### src/rtl/trb_host_bridge.sv
// Purpose: host byte-stream command bridge for the stream trace buffer (write control/data, read status/data).
// Latency: last payload byte -> write valid 1 cycle; write/read handshake -> first response byte valid 1 cycle.
// Backpressure: one frame in flight; host bytes are stalled (RX_READY_O=0) while a write, read or response is pending.
//
// Ports:
//   CLK_I, RST_I                      clock, async active-high reset
//   RX_VALID_I/RX_READY_O/RX_DATA_I   host command bytes in
//   TX_VALID_O/TX_READY_I/TX_DATA_O   response bytes out (0xA5 ack, 0xEE error, or read word LSB first)
//   CONTROL_VALID_O/READY_I/CONTROL_O control word to buffer
//   STATUS_VALID_I/READY_O/STATUS_I   status word from buffer
//   DATA_VALID_O/DATA_READY_I/DATA_O  data word to buffer
//   DATA_VALID_I/DATA_READY_O/DATA_I  data word from buffer
module trb_host_bridge #(
  parameter int DATA_WIDTH    = 32,
  parameter int CONTROL_WIDTH = 16,
  parameter int STATUS_WIDTH  = 16
) (
  input  logic                     CLK_I,
  input  logic                     RST_I,
  input  logic                     RX_VALID_I,
  output logic                     RX_READY_O,
  input  logic [7:0]               RX_DATA_I,
  output logic                     TX_VALID_O,
  input  logic                     TX_READY_I,
  output logic [7:0]               TX_DATA_O,
  output logic                     CONTROL_VALID_O,
  input  logic                     CONTROL_READY_I,
  output logic [CONTROL_WIDTH-1:0] CONTROL_O,
  input  logic                     STATUS_VALID_I,
  output logic                     STATUS_READY_O,
  input  logic [STATUS_WIDTH-1:0]  STATUS_I,
  output logic                     DATA_VALID_O,
  input  logic                     DATA_READY_I,
  output logic [DATA_WIDTH-1:0]    DATA_O,
  input  logic                     DATA_VALID_I,
  output logic                     DATA_READY_O,
  input  logic [DATA_WIDTH-1:0]    DATA_I
);

  localparam int NB_D    = (DATA_WIDTH + 7) / 8;
  localparam int NB_C    = (CONTROL_WIDTH + 7) / 8;
  localparam int NB_S    = (STATUS_WIDTH + 7) / 8;
  localparam int NB_M0   = (NB_D > NB_C) ? NB_D : NB_C;
  localparam int NB_MAX  = (NB_M0 > NB_S) ? NB_M0 : NB_S;
  localparam int PW      = NB_MAX * 8;
  localparam int IW      = (NB_MAX > 1) ? $clog2(NB_MAX) : 1;

  localparam logic [IW-1:0] LAST_D = IW'(NB_D - 1);
  localparam logic [IW-1:0] LAST_C = IW'(NB_C - 1);
  localparam logic [IW-1:0] LAST_S = IW'(NB_S - 1);

  typedef enum logic [2:0] {
    S_IDLE,
    S_RX_PAYLOAD,
    S_ISSUE_WRITE,
    S_WAIT_READ,
    S_TX_BYTES
  } state_t;

  state_t                   state, state_nxt;
  logic [7:0]               cmd_q;
  // One byte-lane register serves as payload assembly, write word and response buffer.
  logic [NB_MAX-1:0][7:0]   sreg;
  logic [PW-1:0]            sflat;
  logic [IW-1:0]            cnt;
  logic [IW-1:0]            tx_last;

  logic is_wc, is_rs, is_rd;
  logic rx_fire, tx_fire, wr_fire, rd_fire, rx_last;

  assign is_wc   = (cmd_q == 8'h01);
  assign is_rs   = (cmd_q == 8'h02);
  assign is_rd   = (cmd_q == 8'h04);
  assign rx_fire = RX_VALID_I & RX_READY_O;
  assign tx_fire = TX_VALID_O & TX_READY_I;
  assign wr_fire = (CONTROL_VALID_O & CONTROL_READY_I) | (DATA_VALID_O & DATA_READY_I);
  assign rd_fire = (STATUS_VALID_I & STATUS_READY_O) | (DATA_VALID_I & DATA_READY_O);
  assign rx_last = (cnt == (is_wc ? LAST_C : LAST_D));

  assign sflat     = sreg;
  assign CONTROL_O = sflat[CONTROL_WIDTH-1:0];
  assign DATA_O    = sflat[DATA_WIDTH-1:0];

  always_ff @(posedge CLK_I or posedge RST_I) begin
    if (RST_I) state <= S_IDLE;
    else       state <= state_nxt;
  end

  always_comb begin
    state_nxt = state;
    case (state)
      S_IDLE: begin
        if (rx_fire) begin
          case (RX_DATA_I)
            8'h01, 8'h03: state_nxt = S_RX_PAYLOAD;
            8'h02, 8'h04: state_nxt = S_WAIT_READ;
            default:      state_nxt = S_TX_BYTES;
          endcase
        end
      end
      S_RX_PAYLOAD:  if (rx_fire && rx_last)          state_nxt = S_ISSUE_WRITE;
      S_ISSUE_WRITE: if (wr_fire)                     state_nxt = S_TX_BYTES;
      S_WAIT_READ:   if (rd_fire)                     state_nxt = S_TX_BYTES;
      S_TX_BYTES:    if (tx_fire && cnt == tx_last)   state_nxt = S_IDLE;
      default:                                        state_nxt = S_IDLE;
    endcase
  end

  always_comb begin
    RX_READY_O      = 1'b0;
    TX_VALID_O      = 1'b0;
    TX_DATA_O       = 8'h00;
    CONTROL_VALID_O = 1'b0;
    DATA_VALID_O    = 1'b0;
    STATUS_READY_O  = 1'b0;
    DATA_READY_O    = 1'b0;
    case (state)
      // Gated by reset so the host sees no ready while reset is held.
      S_IDLE, S_RX_PAYLOAD: RX_READY_O = ~RST_I;
      S_ISSUE_WRITE: begin
        CONTROL_VALID_O = is_wc;
        DATA_VALID_O    = ~is_wc;
      end
      S_WAIT_READ: begin
        STATUS_READY_O = is_rs;
        DATA_READY_O   = is_rd;
      end
      S_TX_BYTES: begin
        TX_VALID_O = 1'b1;
        TX_DATA_O  = sreg[cnt];
      end
      default: ;
    endcase
  end

  always_ff @(posedge CLK_I or posedge RST_I) begin
    if (RST_I) begin
      cmd_q   <= 8'h00;
      sreg    <= '0;
      cnt     <= '0;
      tx_last <= '0;
    end else begin
      case (state)
        S_IDLE: begin
          if (rx_fire) begin
            cmd_q   <= RX_DATA_I;
            cnt     <= '0;
            tx_last <= '0;
            case (RX_DATA_I)
              8'h01, 8'h02, 8'h03, 8'h04: sreg <= '0;
              default:                    sreg <= PW'(8'hEE);
            endcase
          end
        end
        S_RX_PAYLOAD: begin
          if (rx_fire) begin
            sreg[cnt] <= RX_DATA_I;
            cnt       <= cnt + 1'b1;
          end
        end
        S_ISSUE_WRITE: begin
          if (wr_fire) begin
            sreg    <= PW'(8'hA5);
            cnt     <= '0;
            tx_last <= '0;
          end
        end
        S_WAIT_READ: begin
          if (rd_fire) begin
            sreg    <= is_rs ? PW'(STATUS_I) : PW'(DATA_I);
            cnt     <= '0;
            tx_last <= is_rs ? LAST_S : LAST_D;
          end
        end
        S_TX_BYTES: begin
          if (tx_fire) cnt <= cnt + 1'b1;
        end
        default: ;
      endcase
    end
  end

endmodule

### config.mk
export PLATFORM = sky130hd
export DESIGN_NAME = trb_host_bridge
export DESIGN_NICKNAME = d
export VERILOG_FILES = /design/src/rtl/trb_host_bridge.sv
export SDC_FILE = /design/constraint.sdc
export NUM_CORES = 1
export LEC_CHECK = 0
export ABC_CLOCK_PERIOD_IN_PS = 4200
export BUFFER_PORTS_ARGS = -buffer_cell sky130_fd_sc_hd__clkbuf_2
export CAP_MARGIN = 10
export CORE_MARGIN = 1
export CORE_UTILIZATION = 42
export CTS_BUF_LIST = sky130_fd_sc_hd__clkbuf_4 sky130_fd_sc_hd__clkbuf_8 sky130_fd_sc_hd__clkbuf_16
export DETAILED_ROUTE_END_ITERATION = 10
export PLACE_DENSITY = 0.71
export SLEW_MARGIN = 20
export SYNTH_ARGS = -nofsm -noshare
export SYNTH_HDL_FRONTEND = slang
export SYNTH_SLANG_ARGS = --single-unit
### constraint.sdc
create_clock -name CLK_I -period 4.2 [get_ports CLK_I]
set_input_delay 0.63 -clock CLK_I [delete_from_list [all_inputs] [get_ports CLK_I]]
set_output_delay 0.63 -clock CLK_I [all_outputs]
set_load 0.005 [all_outputs]
==> results of run 1 <==
[path summary, 6_finish.rpt]
kind                            startpoint        endpoint  slack, ns  depth (start not counted)
worst max-delay path              state[2]  STATUS_READY_O       1.18                          5
worst min-delay path                 RST_I        state[1]       0.46                          2
worst max register to register    state[2]    CONTROL_O[2]       1.30                          5
worst min register to register  DATA_O[16]      DATA_O[16]       0.52                          1
max in group asynchronous            RST_I        cmd_q[0]       3.24                          2
min in group CLK_I              DATA_O[16]      DATA_O[16]       0.52                          1
[power groups by stage]
stage / clock network, W / logic (W) / registers (W)
floorplan: 0 / 0.000457 / 0.000577
global placement: 0 / 0.000548 / 0.000656
detailed placement: 0 / 0.000553 / 0.000662
CTS: 0.000287 / 0.000558 / 0.000653
global route: 0.000309 / 0.000607 / 0.000671
finish: 0.000286 / 0.000560 / 0.000658
[logic make-up after synthesis]
| logic type | count (synthesis) | share of synthesized area, % |
|---|---|---|
| adder cells (fa/ha/maj) | 4 | 1.55 |
| XOR/XNOR | 4 | 1.09 |
| buffers and inverters | 49 | 8.12 |
| multiplexers | 53 | 20.9 |
| AO/OA/AOI/OAI | 74 | 19.1 |
| flip-flops | 47 | 36.5 |
| AND/OR/NAND/NOR | 69 | 12.7 |
[synth_stat cells, drive strengths merged (5+ instances only)]
library cell,number,share of area [%]
and3,9,1.7
buf,29,5.8
inv,10,1.2
nand2,10,1.2
nor3,6,0.93
nor2,23,2.7
nor4,5,1.4
dfrtp,47,37
mux2i,20,6.6
a22oi,16,3.7
a221o,11,3.4
mux2,25,8.7
o2bb2ai,16,4.4
clkbuf,10,1.2
mux4,8,5.6
[cell type report]
class                           count  area (um2)  area share (%)
Clock buffer                        6        82.6            2.14
Multi-Input combinational cell    204        1790            46.4
Tap cell                           99         124            3.21
Clock inverter                      1        5.00           0.130
Inverter                           10        38.8            1.01
Sequential cell                    47        1180            30.5
Timing Repair Buffer              127         641            16.6
[metal layers]
metal | track usage [%] | vias to the layer above | part of all wire [%]
met5 | 0 | - | 0
met4 | 9.24 | 0 | 1.8
met3 | 3.51 | 18 | 6.6
met2 | 40.8 | 161 | 51
met1 | 33.9 | 1503 | 41
li1 | - | 1323 | -
[cells in the final DEF (no fill, tap or decap), types with 2 or more instances in the layout]
cell type and instances:
clkbuf_2 125, dfrtp_1 47, nor2_1 22, mux2_2 22
mux2i_1 19, a22oi_1 16, o2bb2ai_1 16, a221o_1 11
nand2_1 9, inv_1 9, and3_1 9, mux4_2 8
nor3_1 6, clkbuf_8 6, a21oi_1 4, o2111ai_1 4
xnor2_1 4, o22ai_1 4, ha_1 4, nand2b_1 3
a31o_2 3, nor4_1 3, mux2_1 3, a31oi_1 3
nand3b_1 2, o21ai_0 2, clkinv_2 2, o21a_1 2
o211ai_1 2, or2_2 2, buf_4 2
[flip-flops by register name, indices dropped and copies added, names as in the netlist]
name,cells
cnt,2
tx_last,2
cmd_q,8
state,3
DATA_O,16
CONTROL_O,16
[through the flow]
step	hold slack [ns]	setup slack (ns)	utilization (%)	power (W)
6_report	0.465	1.18	52.6	0.00150
5_1_grt	0.531	1.10	52.6	0.00159
4_1_cts	0.527	1.23	52.6	0.00150
3_5_place_dp	0.505	1.36	51.4	0.00121
3_3_place_gp	0.496	1.45	51.4	0.00120
2_1_floorplan	0.480	1.84	-	0.00103
==> out/results.tsv, run 1 <==
metric	value	unit
first_global_vias	2784	
count_of_flip_flops_with_a_built_in_enable_after_synthesis	0	
synth_seq_cells	47	
sequentialPowerShare	43.8	%
drtAntennaViolNets	0	
p_sw_share	37.6	%
post_route_cells_drive_above_1_share	45.8	%
yosys_warnings	0	
post_cts_buffers	0	
critPathLaunchType	flip-flop	
ys.flop_type	dfrtp_1	
holdBufCountCts	0	
setup_tns	0	ns
design.core.area	0.00733	mm2
post-route-cell-area	0.00386	mm2
total_leakage_power	1.78	nW
cts.root.buffer_cell	clkbuf_8	
drv.max_cap_violation_count	0	
area.growth.synth_to_final	19.8	%
syn-cell-area	0.00322	mm2
timing.clock.skew	0.00580	ns
detailed_place_hpwl	7020	um
final_cells	494	
clkTransAtPathRegs	0.09	ns
p_comb_share	37.2	%
gp_congestion	0.927	
io_pins	126	
cts_inserted_buffers	5	
grt_use_total	25.0	%
initial_antenna_violation_count	0	
power.density_cell_area	390	mW/mm2
synthArstFlopShare	100	%
drt_pass1_iterations	4	
fin_crit_sh	71.8	%
clock_tree_from_tritoncts	done	
max_freq	0.332	GHz
fillCellCount	671	
final.min_clock_period	3.02	ns
initialDrtViolationCount	231	
overflow	0	
vias	3005	
drc	0	
min-delay-path-class	input port to asynchronous set/reset pin	
finalWirelength	9980	um
place.detailed.instances	487	
cts_num_sinks	47	
path_class	flip-flop to output port	
timing.critical_path.slowest_stage_cell	dfrtp_1	
worst-endpoint-arrival	2.39	ns
report.final.setup_viol	0	
clock_power_share	19.0	%
std_cell_rows	31	
worstPathBufferInverterCount	2	
finalMaxSlewViolations	0	
wl_per_cell	20.2	um
cts_max_level	2	
postCtsResizedCells	0	
placedInstanceArea	0.00377	mm2
max_stage_delay	0.68	ns
fp.dieH	89.6	um
tightestPinTransition	1.00	ns
rsz0062_at_grt	no	
post_synth_inst_count	300	
slew_headroom	33.1	%
detail_route.vias_per_cell	6.08	
end_kind	output port	
die-width	89.6	um
die_area	0.00802	mm2
grt_start_max_net_pins	48	
ys_seq_area_share	36.5	%
cts_max_path_buffers	2	
critPathMaxFanout	22	
switchingPower	0.000566	W
yosys.cell_types.count	50	
postSynthNetCount	368	
hold_violations	0	
final_net_count	463	
internal_power	0.000939	W
clkLatencyLatePin	0.30	ns
antenna_cells	0	
path_cells	nor2b_1 > nand2_1 > nor4_2 > buf_4 > clkbuf_2	
status	finished clean	
port-buffer-count	125	
initial_standard_cell_utilization_of_the_core	43.9	%
critPathTopFamily	simple AND/OR/NAND/NOR gates	
grt_pass1_wl	14800	um
critical_path_required	3.57	ns
worst_ir_drop_vdd	0.172	mV
syn_area_per_cell	10.7	um2
Power figures use the tool's default switching activity.
==> run 2, diff against run 1 <==
ABC_CLOCK_PERIOD_IN_PS = 3000   (was 4200)
clock period = 3 ns   (was 4.2 ns; I/O delays follow)
==> run 2 against run 1 <==
Compared with the run above: clock-buffer cell count is the same; clock skew grew 0.012 ns; via count grew 1.6%; critical path type unchanged; highest routed layer unchanged.
==> out/results.tsv, run 2 (synthesis gave the netlist of run 1 again) <==
metric	value	unit	change
drc	0		unchanged
post_cts_buffers	0		unchanged
grt_pass1_wl	14900	um	was 14800 um
clkTransAtPathRegs	0.10	ns	was 0.09 ns
fp.dieH	89.6	um	unchanged
port-buffer-count	125		unchanged
path_cells	nor2b_1 > nand2_1 > nor4_2 > buf_4 > clkbuf_2		unchanged
holdBufCountCts	0		unchanged
timing.clock.skew	0.0179	ns	was 0.00580 ns
fin_crit_sh	87.8	%	
clock_power_share	19.6	%	was 19.0%
initialDrtViolationCount	175		was 231
drt_pass1_iterations	5		was 4
io_pins	126		unchanged
final_net_count	476		was 463
rr_worst_depth	5		unchanged
sequentialPowerShare	39.4	%	was 43.8%
tightestPinTransition	0.854	ns	was 1.00 ns
max_freq	0.379	GHz	
r2r_setup_slack	0.51	ns	was 1.30 ns
vias	3052		was 3005
worst-endpoint-arrival	2.19	ns	was 2.39 ns
grt_use_total	25.4	%	was 25.0%
critical_path_required	2.55	ns	was 3.57 ns
design.core.area	0.00733	mm2	unchanged
min-delay-path-class	input port to asynchronous set/reset pin		unchanged
cts_num_sinks	47		unchanged
internal_power	0.00136	W	was 0.000939 W
antenna_cells	0		unchanged
cts_max_path_buffers	2		unchanged
detail_route.vias_per_cell	6.01		was 6.08
critPathTopFamily	simple AND/OR/NAND/NOR gates		unchanged
std_cell_rows	31		unchanged
detailed_place_hpwl	7350	um	was 7020 um
gr-max-usage-layer	met2		unchanged
area.growth.synth_to_final	23.2	%	was 19.8%
cts_max_level	2		unchanged
r2r-start	state[2]		unchanged
finalWirelength	10100	um	was 9980 um
status	finished clean		unchanged
worstPathBufferInverterCount	2		unchanged
initial_standard_cell_utilization_of_the_core	43.9	%	unchanged
drtAntennaViolNets	0		unchanged
worst_ir_drop_vdd	0.316	mV	was 0.172 mV
hold_violations	0		unchanged
slew_headroom	43.0	%	was 33.1%
p_comb_share	41.0	%	was 37.2%
grt_start_max_net_pins	48		unchanged
timing.critical_path.slowest_stage_cell	dfrtp_1		unchanged
r2r-end	tx_last[1]		was CONTROL_O[2]
wl_per_cell	20.0	um	was 20.2 um
report.power.total	0.00217	W	was 0.00150 W
total_leakage_power	1.85	nW	was 1.78 nW
report.final.setup_viol	0		unchanged
cts.root.buffer_cell	clkbuf_8		unchanged
critPathLaunchType	flip-flop		unchanged
finalMaxSlewViolations	0		unchanged
mostFrequentLayoutCell	clkbuf_2		unchanged
rsz0062_at_grt	no		unchanged
final.min_clock_period	2.64	ns	
clock_tree_from_tritoncts	done		unchanged
initial_antenna_violation_count	0		unchanged
path_class	flip-flop to output port		unchanged
switchingPower	0.000816	W	was 0.000566 W
final_util	54.1	%	was 52.6%
post-route-cell-area	0.00397	mm2	was 0.00386 mm2
overflow	0		unchanged
critPathMaxFanout	16		was 22
setup_tns	0	ns	unchanged
first_global_vias	2910		was 2784
end_kind	output port		unchanged
clkLatencyLatePin	0.32	ns	was 0.30 ns
power.density_cell_area	548	mW/mm2	was 390 mW/mm2
worst_hold_check_slack	0.275	ns	was 0.465 ns
die_area	0.00802	mm2	unchanged
placedInstanceArea	0.00387	mm2	was 0.00377 mm2
postCtsResizedCells	0		unchanged
drv.max_cap_violation_count	0		unchanged
cts_inserted_buffers	5		unchanged
post_route_cells_drive_above_1_share	47.7	%	was 45.8%
groute.layer.met2.usage	41.0	%	was 40.8%
gr-usage-met1	34.0	%	was 33.9%
p_sw_share	37.6	%	about the same
commonest_cells_after_routing_fill_and_taps_aside	125 x clkbuf_2, 47 x dfrtp_1, 22 x nor2_1, 22 x mux2_2, 19 x mux2i_1		unchanged
gp_congestion	0.889		was 0.927
die-width	89.6	um	unchanged
max_stage_delay	0.60	ns	was 0.68 ns
grt.met3_usage	4.06	%	was 3.51%
-- run 2: how the worst max path moves through the flow --
| stage | startpoint | end | slack, ns | cells after the start |
|---|---|---|---|---|
| after detailed placement | RX_DATA_I[5] | CONTROL_O[6] | 0.53 | 6 |
| after CTS | state[2] | STATUS_READY_O | 0.40 | 5 |
| final | state[2] | STATUS_READY_O | 0.36 | 5 |
| after global routing | state[2] | STATUS_READY_O | 0.27 | 5 |
| after floorplan | cnt[0] | CONTROL_O[1] | 0.64 | 8 |
| after global placement | RX_DATA_I[5] | CONTROL_O[6] | 0.59 | 6 |
-- run 2: area by class of cell --
class / instances / area [um2]
clock inverters: 2 / 16.3
well taps: 99 / 124
flip-flops and latches: 47 / 1180
fillers: 673 / 3360
multi-input cells: 204 / 1790
inverters: 10 / 38.8
repair buffers: 140 / 738
clock buffers: 6 / 82.6
-- run 2: metal layers --
layer | up-vias | share of wire, %
met4 | 0 | 2.3
met2 | 153 | 50
met3 | 23 | 6.5
met1 | 1523 | 42
li1 | 1353 | -
met5 | - | 0
-- run 2: power groups by stage --
stage               combinational (W)  clock [W]  sequential, W
finish                       0.000890   0.000426       0.000856
global route                 0.000966   0.000455       0.000870
CTS                          0.000888   0.000429       0.000854
detailed placement           0.000883          0       0.000867
global placement             0.000871          0       0.000860
floorplan                    0.000639          0       0.000808
-- run 2: worst register-to-register path: cells and delay by family, from the launching register on --
kind,cells,cell delay (ns)
flip-flops,1,0.60
AO/OA/AOI/OAI,1,0.47
multiplexers,1,0.35
buffers and inverters,1,0.28
AND/OR/NAND/NOR,2,0.68
-- run 2: per-stage QoR --
stage	worst slack (ns)	cells
global route	0.270	508
detailed placement	0.530	500
global placement	0.589	500
floorplan	0.645	300
CTS	0.398	508
finish	0.365	508
==> run 3, diff against run 2 <==
MAX_ROUTING_LAYER = met4   (was unset)
==> run 3 against run 2 <==
Compared with the run above: final area stayed put; first-iteration DRC count fell by 4.6%; setup slack worse by 0.015 ns; via count about the same; critical path depth unchanged.
==> out/results.tsv, run 3 (synthesis gave the netlist of run 1 again) <==
metric	value	unit	change
status	finished clean		unchanged
final.min_clock_period	2.65	ns	was 2.64 ns
critPathMaxFanout	16		unchanged
clkTransAtPathRegs	0.10	ns	about the same
area.growth.synth_to_final	23.2	%	unchanged
end_kind	output port		unchanged
initialDrtViolationCount	167		was 175
io_pins	126		unchanged
detailed_place_hpwl	7350	um	unchanged
max_freq	0.377	GHz	was 0.379 GHz
report.final.setup_viol	0		unchanged
slew_headroom	43.3	%	was 43.0%
final.setup.worst_slack	0.350	ns	was 0.365 ns
tightestPinTransition	0.850	ns	was 0.854 ns
cts_max_level	2		unchanged
path_class	flip-flop to output port		unchanged
drtAntennaViolNets	0		unchanged
antenna_cells	0		unchanged
setup_tns	0	ns	unchanged
grt_use_total	26.2	%	was 25.4%
finalWirelength	10100	um	about the same
total_leakage_power	1.85	nW	unchanged
post_cts_buffers	0		unchanged
timing.clock.skew	0.0183	ns	was 0.0179 ns
wl_per_cell	19.9	um	was 20.0 um
fp.dieH	89.6	um	unchanged
critical_path_required	2.55	ns	about the same
critPathLaunchType	flip-flop		unchanged
gp_congestion	0.904		was 0.889
worst_ir_drop_vdd	0.317	mV	was 0.316 mV
cts.root.buffer_cell	clkbuf_8		unchanged
holdBufCountCts	0		unchanged
rsz0062_at_grt	no		unchanged
die_area	0.00802	mm2	unchanged
initial_antenna_violation_count	0		unchanged
place_ws	0.530	ns	unchanged
port-buffer-count	125		unchanged
cts_inserted_buffers	5		unchanged
die-width	89.6	um	unchanged
drc	0		unchanged
clkLatencyLatePin	0.32	ns	about the same
post_route_cells_drive_above_1_share	47.7	%	unchanged
clock_tree_from_tritoncts	done		unchanged
min-delay-path-class	input port to asynchronous set/reset pin		unchanged
grt_pass1_wl	14900	um	about the same
drt_pass1_iterations	4		was 5
vias	3053		was 3052
fin_crit_sh	88.3	%	was 87.8%
commonest_cells_after_routing_fill_and_taps_aside	125 x clkbuf_2, 47 x dfrtp_1, 22 x nor2_1, 22 x mux2_2, 19 x mux2i_1		unchanged
initial_standard_cell_utilization_of_the_core	43.9	%	unchanged
mostFrequentLayoutCell	clkbuf_2		unchanged
cts_max_path_buffers	2		unchanged
overflow	0		unchanged
first_global_vias	2915		was 2910
cts_num_sinks	47		unchanged
grt_start_max_net_pins	48		unchanged
postCtsResizedCells	0		unchanged
design.core.area	0.00733	mm2	unchanged
hold_violations	0		unchanged
worst-endpoint-arrival	2.20	ns	was 2.19 ns
r2r_setup_slack	0.54	ns	was 0.51 ns
drv.max_cap_violation_count	0		unchanged
std_cell_rows	31		unchanged
power.density_cell_area	548	mW/mm2	about the same
final_net_count	476		unchanged
finalMaxSlewViolations	0		unchanged
detail_route.vias_per_cell	6.01		about the same
## run 3: cell counts in the layout (fill, tap and decap cells not counted)
Identical to the previous run, type by type.
## run 3: power by group
group	leakage, nW	internal, W	switching [W]	total (W)
registers	0.605	0.000713	0.000143	0.000856
clock network	0.0474	0.000189	0.000239	0.000428
logic	1.19	0.000454	0.000434	0.000888
## run 3: worst paths after layout
kind	to	depth (start not counted)	startpoint
hold reg to reg	DATA_O[21]	1	DATA_O[21]
hold / removal	CONTROL_O[6]	2	RST_I
min in group CLK_I	DATA_O[20]	3	DATA_I[20]
setup / recovery	STATUS_READY_O	5	state[2]
max in group asynchronous	cmd_q[1]	2	RST_I
setup reg to reg	tx_last[1]	5	state[2]
## run 3: through the flow
step | cell area [um2] | util (%) | total power [W] | hold slack (ns) | std cells
4_1_cts | 3970 | 54.1 | 0.00217 | 0.418 | 508
3_5_place_dp | 3870 | 52.7 | 0.00175 | 0.501 | 500
5_1_grt | 3970 | 54.1 | 0.00229 | 0.339 | 508
6_report | 3970 | 54.1 | 0.00217 | 0.274 | 508
2_1_floorplan | 3220 | - | 0.00145 | 0.480 | 300
3_3_place_gp | 3870 | 52.7 | 0.00173 | 0.500 | 500
## run 3: final cells by class
type	instances	area, um2
inverters	10	38.8
clock buffers	6	82.6
clock inverters	2	16.3
well taps	99	124
multi-input cells	204	1790
repair buffers	140	738
fillers	673	3360
flip-flops and latches	47	1180
## run 3: per-layer routing
layer	GRT usage (%)	routed length (um)
met1	33.8	4250
met4	10.7	225
met3	4.06	624
met5	-	0
met2	41.3	5010
## run 3: worst max-delay path: stages, from the launching register on
cell,delay [ns]
dfrtp_1,0.60
nor2b_1,0.35
nand2_1,0.25
nor4_2,0.27
buf_4,0.26
clkbuf_2,0.15
